File: src/rtl/bitcoin_miner.sv
// Nonce-sweeping double SHA-256 miner: midstate of header words 0..15 once, then
// SHA256(SHA256(header||nonce)) per nonce, H0 compared against a target.
module bitcoin_miner #(
  parameter int unsigned NUM_NONCES = 16,
  parameter bit          WRITE_ALL  = 1'b1,
  parameter bit          EARLY_EXIT = 1'b0
) (
  input  logic        clk,
  input  logic        reset,
  input  logic        start,
  input  logic [15:0] message_addr,
  input  logic [15:0] output_addr,
  input  logic [31:0] nonce_start,
  input  logic [31:0] target,
  output logic        busy,
  output logic        done,
  output logic        found,
  output logic [31:0] found_nonce,
  output logic        mem_clk,
  output logic        mem_we,
  output logic [15:0] mem_addr,
  output logic [31:0] mem_write_data,
  input  logic [31:0] mem_read_data
);

  typedef enum logic [3:0] {IDLE, FETCH, MID, TAIL, BLK2, BLK3, CMP, WRITE, FIN} state_t;

  localparam logic [15:0] LAST_IDX = 16'(NUM_NONCES - 1);
  localparam logic [7:0][31:0] IV = {
    32'h5be0cd19, 32'h1f83d9ab, 32'h9b05688c, 32'h510e527f,
    32'ha54ff53a, 32'h3c6ef372, 32'hbb67ae85, 32'h6a09e667};
  localparam logic [31:0] K [64] = '{
    32'h428a2f98, 32'h71374491, 32'hb5c0fbcf, 32'he9b5dba5, 32'h3956c25b, 32'h59f111f1, 32'h923f82a4, 32'hab1c5ed5,
    32'hd807aa98, 32'h12835b01, 32'h243185be, 32'h550c7dc3, 32'h72be5d74, 32'h80deb1fe, 32'h9bdc06a7, 32'hc19bf174,
    32'he49b69c1, 32'hefbe4786, 32'h0fc19dc6, 32'h240ca1cc, 32'h2de92c6f, 32'h4a7484aa, 32'h5cb0a9dc, 32'h76f988da,
    32'h983e5152, 32'ha831c66d, 32'hb00327c8, 32'hbf597fc7, 32'hc6e00bf3, 32'hd5a79147, 32'h06ca6351, 32'h14292967,
    32'h27b70a85, 32'h2e1b2138, 32'h4d2c6dfc, 32'h53380d13, 32'h650a7354, 32'h766a0abb, 32'h81c2c92e, 32'h92722c85,
    32'ha2bfe8a1, 32'ha81a664b, 32'hc24b8b70, 32'hc76c51a3, 32'hd192e819, 32'hd6990624, 32'hf40e3585, 32'h106aa070,
    32'h19a4c116, 32'h1e376c08, 32'h2748774c, 32'h34b0bcb5, 32'h391c0cb3, 32'h4ed8aa4a, 32'h5b9cca4f, 32'h682e6ff3,
    32'h748f82ee, 32'h78a5636f, 32'h84c87814, 32'h8cc70208, 32'h90befffa, 32'ha4506ceb, 32'hbef9a3f7, 32'hc67178f2};

  function automatic logic [31:0] rotr(input logic [31:0] x, input int unsigned n);
    return (x >> n) | (x << (32 - n));
  endfunction
  function automatic logic [31:0] bsig0(input logic [31:0] x);
    return rotr(x, 2) ^ rotr(x, 13) ^ rotr(x, 22);
  endfunction
  function automatic logic [31:0] bsig1(input logic [31:0] x);
    return rotr(x, 6) ^ rotr(x, 11) ^ rotr(x, 25);
  endfunction
  function automatic logic [31:0] ssig0(input logic [31:0] x);
    return rotr(x, 7) ^ rotr(x, 18) ^ (x >> 3);
  endfunction
  function automatic logic [31:0] ssig1(input logic [31:0] x);
    return rotr(x, 17) ^ rotr(x, 19) ^ (x >> 10);
  endfunction
  function automatic logic [15:0][31:0] blk2_words(input logic [31:0] w16, w17, w18, n);
    return {32'd640, {10{32'h0}}, 32'h8000_0000, n, w18, w17, w16};
  endfunction
  function automatic logic [15:0][31:0] blk3_words(input logic [7:0][31:0] h);
    return {32'd256, {6{32'h0}}, 32'h8000_0000, h};
  endfunction

  state_t            state_q, state_d;
  logic [15:0]       msg_addr_q, msg_addr_d, out_addr_q, out_addr_d, idx_q, idx_d;
  logic [31:0]       nonce_q, nonce_d, target_q, target_d, h0_q, h0_d;
  logic [5:0]        cnt_q, cnt_d;
  logic [15:0][31:0] w_q, w_d;
  logic [7:0][31:0]  st_q, st_d, mid_q, mid_d;
  logic [2:0][31:0]  tail_q, tail_d;
  logic              match_q, match_d, found_q, found_d, busy_q, busy_d, done_q, done_d;
  logic [31:0]       found_nonce_q, found_nonce_d, mem_wd_q, mem_wd_d;
  logic              mem_we_q, mem_we_d;
  logic [15:0]       mem_addr_q, mem_addr_d;

  logic [31:0]       ch, maj, t1, t2, w_new;
  logic [7:0][31:0]  st_n, h2, mid_new;
  logic [15:0][31:0] w_shift;
  logic              match_now, stop;

  always_ff @(posedge clk) begin
    if (reset) begin
      state_q       <= IDLE;
      msg_addr_q    <= '0;
      out_addr_q    <= '0;
      idx_q         <= '0;
      nonce_q       <= '0;
      target_q      <= '0;
      h0_q          <= '0;
      cnt_q         <= '0;
      w_q           <= '0;
      st_q          <= '0;
      mid_q         <= '0;
      tail_q        <= '0;
      match_q       <= 1'b0;
      found_q       <= 1'b0;
      busy_q        <= 1'b0;
      done_q        <= 1'b0;
      found_nonce_q <= '0;
      mem_we_q      <= 1'b0;
      mem_addr_q    <= '0;
      mem_wd_q      <= '0;
    end else begin
      state_q       <= state_d;
      msg_addr_q    <= msg_addr_d;
      out_addr_q    <= out_addr_d;
      idx_q         <= idx_d;
      nonce_q       <= nonce_d;
      target_q      <= target_d;
      h0_q          <= h0_d;
      cnt_q         <= cnt_d;
      w_q           <= w_d;
      st_q          <= st_d;
      mid_q         <= mid_d;
      tail_q        <= tail_d;
      match_q       <= match_d;
      found_q       <= found_d;
      busy_q        <= busy_d;
      done_q        <= done_d;
      found_nonce_q <= found_nonce_d;
      mem_we_q      <= mem_we_d;
      mem_addr_q    <= mem_addr_d;
      mem_wd_q      <= mem_wd_d;
    end
  end

  // One SHA-256 round plus the sliding-window schedule step; w_q[0] is W[t].
  always_comb begin
    ch      = (st_q[4] & st_q[5]) ^ (~st_q[4] & st_q[6]);
    maj     = (st_q[0] & st_q[1]) ^ (st_q[0] & st_q[2]) ^ (st_q[1] & st_q[2]);
    t1      = st_q[7] + bsig1(st_q[4]) + ch + K[cnt_q] + w_q[0];
    t2      = bsig0(st_q[0]) + maj;
    st_n    = {st_q[6:4], st_q[3] + t1, st_q[2:0], t1 + t2};
    w_new   = ssig1(w_q[14]) + w_q[9] + ssig0(w_q[1]) + w_q[0];
    w_shift = {w_new, w_q[15:1]};
    for (int unsigned j = 0; j < 8; j++) begin
      h2[j]      = mid_q[j] + st_n[j];
      mid_new[j] = IV[j] + st_n[j];
    end
    match_now = h0_q < target_q;
    stop      = (EARLY_EXIT && ((state_q == CMP) ? match_now : match_q)) || (idx_q == LAST_IDX);
  end

  always_comb begin
    state_d = state_q;
    unique case (state_q)
      IDLE:    if (start) state_d = FETCH;
      FETCH:   if (cnt_q == 6'd16) state_d = MID;
      MID:     if (cnt_q == 6'd63) state_d = TAIL;
      TAIL:    if (cnt_q == 6'd3) state_d = BLK2;
      BLK2:    if (cnt_q == 6'd63) state_d = BLK3;
      BLK3:    if (cnt_q == 6'd63) state_d = CMP;
      CMP:     state_d = WRITE_ALL ? WRITE : (stop ? FIN : BLK2);
      WRITE:   state_d = stop ? FIN : BLK2;
      FIN:     state_d = IDLE;
      default: state_d = IDLE;
    endcase
  end

  always_comb begin
    msg_addr_d    = msg_addr_q;
    out_addr_d    = out_addr_q;
    idx_d         = idx_q;
    nonce_d       = nonce_q;
    target_d      = target_q;
    h0_d          = h0_q;
    cnt_d         = cnt_q + 6'd1;
    w_d           = w_q;
    st_d          = st_q;
    mid_d         = mid_q;
    tail_d        = tail_q;
    match_d       = match_q;
    found_d       = found_q;
    busy_d        = busy_q;
    done_d        = 1'b0;
    found_nonce_d = found_nonce_q;
    mem_we_d      = 1'b0;
    mem_addr_d    = mem_addr_q;
    mem_wd_d      = mem_wd_q;
    unique case (state_q)
      IDLE: begin
        cnt_d = '0;
        if (start) begin
          msg_addr_d    = message_addr;
          out_addr_d    = output_addr;
          nonce_d       = nonce_start;
          target_d      = target;
          mem_addr_d    = message_addr;
          idx_d         = '0;
          busy_d        = 1'b1;
          found_d       = 1'b0;
          found_nonce_d = '0;
        end
      end
      FETCH: begin
        if (cnt_q != 6'd0) w_d = {mem_read_data, w_q[15:1]};
        if (cnt_q != 6'd16) begin
          mem_addr_d = msg_addr_q + 16'(cnt_q) + 16'd1;
        end else begin
          st_d  = IV;
          cnt_d = '0;
        end
      end
      MID: begin
        st_d = st_n;
        w_d  = w_shift;
        if (cnt_q == 6'd63) mid_d = mid_new;
      end
      // mem_addr still holds message_addr+16 from FETCH on entry.
      TAIL: begin
        unique case (cnt_q)
          6'd0: mem_addr_d = msg_addr_q + 16'd17;
          6'd1: begin
            tail_d[0]  = mem_read_data;
            mem_addr_d = msg_addr_q + 16'd18;
          end
          6'd2: tail_d[1] = mem_read_data;
          default: begin
            tail_d[2] = mem_read_data;
            w_d       = blk2_words(tail_q[0], tail_q[1], mem_read_data, nonce_q);
            st_d      = mid_q;
            cnt_d     = '0;
          end
        endcase
      end
      BLK2: begin
        st_d = st_n;
        w_d  = w_shift;
        if (cnt_q == 6'd63) begin
          w_d  = blk3_words(h2);
          st_d = IV;
        end
      end
      BLK3: begin
        st_d = st_n;
        w_d  = w_shift;
        if (cnt_q == 6'd63) h0_d = IV[0] + st_n[0];
      end
      CMP, WRITE: begin
        if (state_q == CMP) begin
          match_d = match_now;
          if (match_now && !found_q) begin
            found_d       = 1'b1;
            found_nonce_d = nonce_q;
          end
        end
        if (state_q == CMP && WRITE_ALL) begin
          mem_we_d   = 1'b1;
          mem_addr_d = out_addr_q + idx_q;
          mem_wd_d   = h0_q;
        end else if (stop) begin
          done_d = 1'b1;
        end else begin
          idx_d   = idx_q + 16'd1;
          nonce_d = nonce_q + 32'd1;
          w_d     = blk2_words(tail_q[0], tail_q[1], tail_q[2], nonce_q + 32'd1);
          st_d    = mid_q;
          cnt_d   = '0;
        end
      end
      FIN:     busy_d = 1'b0;
      default: ;
    endcase
  end

  assign busy           = busy_q;
  assign done           = done_q;
  assign found          = found_q;
  assign found_nonce    = found_nonce_q;
  assign mem_clk        = clk;
  assign mem_we         = mem_we_q;
  assign mem_addr       = mem_addr_q;
  assign mem_write_data = mem_wd_q;

endmodule

File: config.mk
export PLATFORM = sky130hd
export DESIGN_NAME = bitcoin_miner
export DESIGN_NICKNAME = d
export VERILOG_FILES = /design/src/rtl/bitcoin_miner.sv
export SDC_FILE = /design/constraint.sdc
export NUM_CORES = 2
export LEC_CHECK = 0
export CORE_ASPECT_RATIO = 0.7
export CORE_UTILIZATION = 60
export CTS_BUF_LIST = sky130_fd_sc_hd__clkbuf_4 sky130_fd_sc_hd__clkbuf_8 sky130_fd_sc_hd__clkbuf_16
export CTS_CLUSTER_SIZE = 40
export DETAILED_ROUTE_END_ITERATION = 6
export PLACE_DENSITY = 0.88
export SETUP_SLACK_MARGIN = 0.1
export SLEW_MARGIN = 20
export SYNTH_ARGS = -nofsm -noshare
export SYNTH_HDL_FRONTEND = slang
export SYNTH_SLANG_ARGS = --single-unit
export TNS_END_PERCENT = 20
File: constraint.sdc
create_clock -name clk -period 26.3 [get_ports clk]
set_input_delay 5.26 -clock clk [delete_from_list [all_inputs] [get_ports clk]]
set_output_delay 5.26 -clock clk [all_outputs]
set_load 0.05 [all_outputs]
==> impl_metrics.json <==
{
  "postSynthCellCount": 11144,
  "core-area_um2": 144000,
  "synth_fa_ha_area_frac": 0.111,
  "postCtsSetupBuffers": 0,
  "io_pins": 216,
  "nFillCells": 11325,
  "cts.clk_slew.worst_paths_ps": 60,
  "syn_nets": 11925,
  "grt.total_usage": 0.497,
  "via_count": 90286,
  "worstMarginPinSlew_ps": 1400,
  "synth-simple-area-share": 0.192,
  "yosys.area.top_type": "dfxtp_1",
  "cp-end-kind": "primary output",
  "die_y_um": 321,
  "synth_top_area_share": 0.311,
  "crit_end": "mem_clk",
  "synth_common_cells": "1358 x dfxtp_1, 1271 x nand2_1, 1107 x nor2_1",
  "synth_top_family_by_area": "compound AO/OA/AOI/OAI gates",
  "ys_warn_count": 0,
  "crit_path_max_incr_delay_ps": 690,
  "hpwlAfterDp_um": 276000,
  "start_util": 0.608,
  "grt_max_degree": 235,
  "synthArstFlopShare": 0,
  "drtPass1Iterations": 7,
  "crit_chain": "clkbuf_16 > clkbuf_16 > clkdlybuf4s50_1",
  "finalSetupViolCount": 0,
  "rows": 116,
  "synth_edf_count": 0,
  "grt_pass1_wl_um": 546000,
  "nets": 11614,
  "synth_mux_area_frac": 0.00928,
  "hold_path_class": "reg2reg",
  "maxSlewViolCount": 0,
  "synth_xor_area_frac": 0.0789,
  "wl_per_cell_um": 29.6,
  "grt_setup_unrepaired": "false",
  "slowest_stage": "clkdlybuf4s50_1",
  "final_core_util": 0.664,
  "crit_fanout": 2,
  "die_area_um2": 147000,
  "cp-startpoint": "clk",
  "outcome": "complete, but fails checks",
  "viasPerCell": 7.02,
  "gp_congestion": 1.11,
  "drt-total-wl_um": 380000,
  "failed_checks": "DRC",
  "worst_skew_pair.late_latency_ps": 940,
  "cpMostUsedCell": "clkbuf_16",
  "die_w_um": 458,
  "fin_skew_ps": 39.4,
  "drv_cap": 0,
  "dp.cells": 12572,
  "syn_area_per_cell_um2": 7.84,
  "required_ps": 21040,
  "ctsHoldBuffers": 0,
  "slew_headroom": 0.0656,
  "hold_viol_final": 0,
  "grt-ovfl-total": 0,
  "synthFlopType": "dfxtp_1",
  "first_iter_violations": 16615,
  "ys_seq_area_frac": 0.311,
  "cts_tree": "yes",
  "synthTopCellsByArea": "dfxtp_1 31%, ha_1 6.5%, a21oi_1 6.2%",
  "tns_ps": 0,
  "r2r_start": "cnt_q[1]",
  "r2r_cells": 39,
  "yosysMostFrequentCell": "dfxtp_1",
  "worstPathArrival_ps": 14090,
  "start_kind": "clock port",
  "port_buffers": 215,
  "drtAntennaViolNets": 0,
  "cts.repair.resized": 0,
  "post_synth_num_cell_types": 105,
  "drc": 145,
  "fin_cells": 12859,
  "crit_type": "clk2out",
  "synth_compound_area_frac": 0.237,
  "rrSetupSlack_ps": 14130,
  "synth_area_um2": 87300,
  "r2r-end": "w_q[157]",
  "syn2layout_area_growth_pct": 9.17,
  "multi_input_area_um2": 55100,
  "drive_gt1_frac": 0.0531,
  "place_ws_ps": 7220,
  "antenna_found_initial": 39,
  "layout_setup_ws_ps": 6950,
  "grt_pass1_vias": 81359,
  "yosys_register_bits": 1358,
  "seq_area_um2": 27200
}
-- registers in the layout (all words and copies together), names as in the netlist, 4 cells and up --
name / cells
mem_addr: 16
w_q: 512
tail_q: 96
h0_q: 32
msg_addr_q: 16
nonce_q: 32
st_n: 192
target_q: 32
idx_q: 16
mid_q: 256
out_addr_q: 16
st_q: 64
cnt_q: 6
state_q: 4
found_nonce: 32
mem_write_data: 32
-- cell families (layout without fill, tap and decap cells) --
| family | count (synthesis) | in the layout |
|---|---|---|
| other | 0 | 32 |
| flip-flops | 1358 | 1358 |
| multiplexers | 71 | 71 |
| XOR/XNOR | 780 | 780 |
| adder cells (fa/ha/maj) | 662 | 662 |
| buffers and inverters | 1396 | 1191 |
| AND/OR/NAND/NOR | 3778 | 3778 |
| AO/OA/AOI/OAI | 3099 | 3099 |
-- metal layers --
layer,track usage,routed length (µm),vias to the layer above
met1,0.667,148000,42791
met5,0.0147,485,-
met4,0.281,25200,32
li1,-,-,38959
met3,0.241,66100,1277
met2,0.636,140000,7227
-- area by class of cell --
class,count,area share
tap,1888,0.0248
antenna,32,0.000840
clock inverter,60,0.00883
clock buffer,190,0.0426
sequential,1358,0.285
timing repair buffer,387,0.0377
multi-input combinational,8390,0.578
inverter,554,0.0218
-- per-stage QoR --
| stage | hold WS, ps | area [µm²] |
|---|---|---|
| 6_report | 454 | 95300 |
| 5_1_grt | 464 | 95300 |
| 4_1_cts | 452 | 95200 |
| 3_5_place_dp | 444 | 90300 |
| 3_3_place_gp | 438 | 90200 |
| 2_1_floorplan | 431 | 87300 |
-- critical path, delay by kind of cell --
kind / cells / cell delay [ps]
buffers and inverters: 3 / 940
-- worst min-delay path by stage --
| stage | from | to | slack (ps) | cells after the start |
|---|---|---|---|---|
| global route | w_q[446] | w_q[446] | 460 | 2 |
| CTS | w_q[412] | w_q[412] | 450 | 2 |
| floorplan | w_q[81] | w_q[81] | 430 | 2 |
| global placement | w_q[338] | w_q[338] | 440 | 2 |
| detailed placement | w_q[412] | w_q[412] | 440 | 2 |
| finish | w_q[346] | w_q[346] | 450 | 2 |
-- cells in the final DEF (no fill, tap or decap), types with 26 or more instances in the layout --
master / n
or3_1: 51
a21oi_1: 1075
o21a_1: 72
inv_1: 550
nand4_1: 41
a311oi_1: 83
a211oi_1: 293
o21ai_0: 390
a222oi_1: 91
nand3_1: 387
clkbuf_4: 27
diode_2: 32
o31ai_1: 29
a31oi_1: 49
xnor2_1: 494
clkbuf_16: 143
a221oi_1: 406
or2_2: 52
ha_1: 453
o211ai_1: 54
fa_1: 197
nand2_1: 1268
xor2_1: 279
nor2b_1: 68
mux2i_1: 45
nor4_1: 27
nand3b_1: 26
buf_4: 157
nor3_1: 484
nor2_1: 1104
o21bai_1: 46
and2_1: 38
clkdlybuf4s50_1: 214
and3_1: 68
nand2b_1: 87
a21o_1: 200
dfxtp_1: 1354
Power is not shown: default switching activity piles up to over one toggle a cycle in this logic, so the estimate is an artifact.
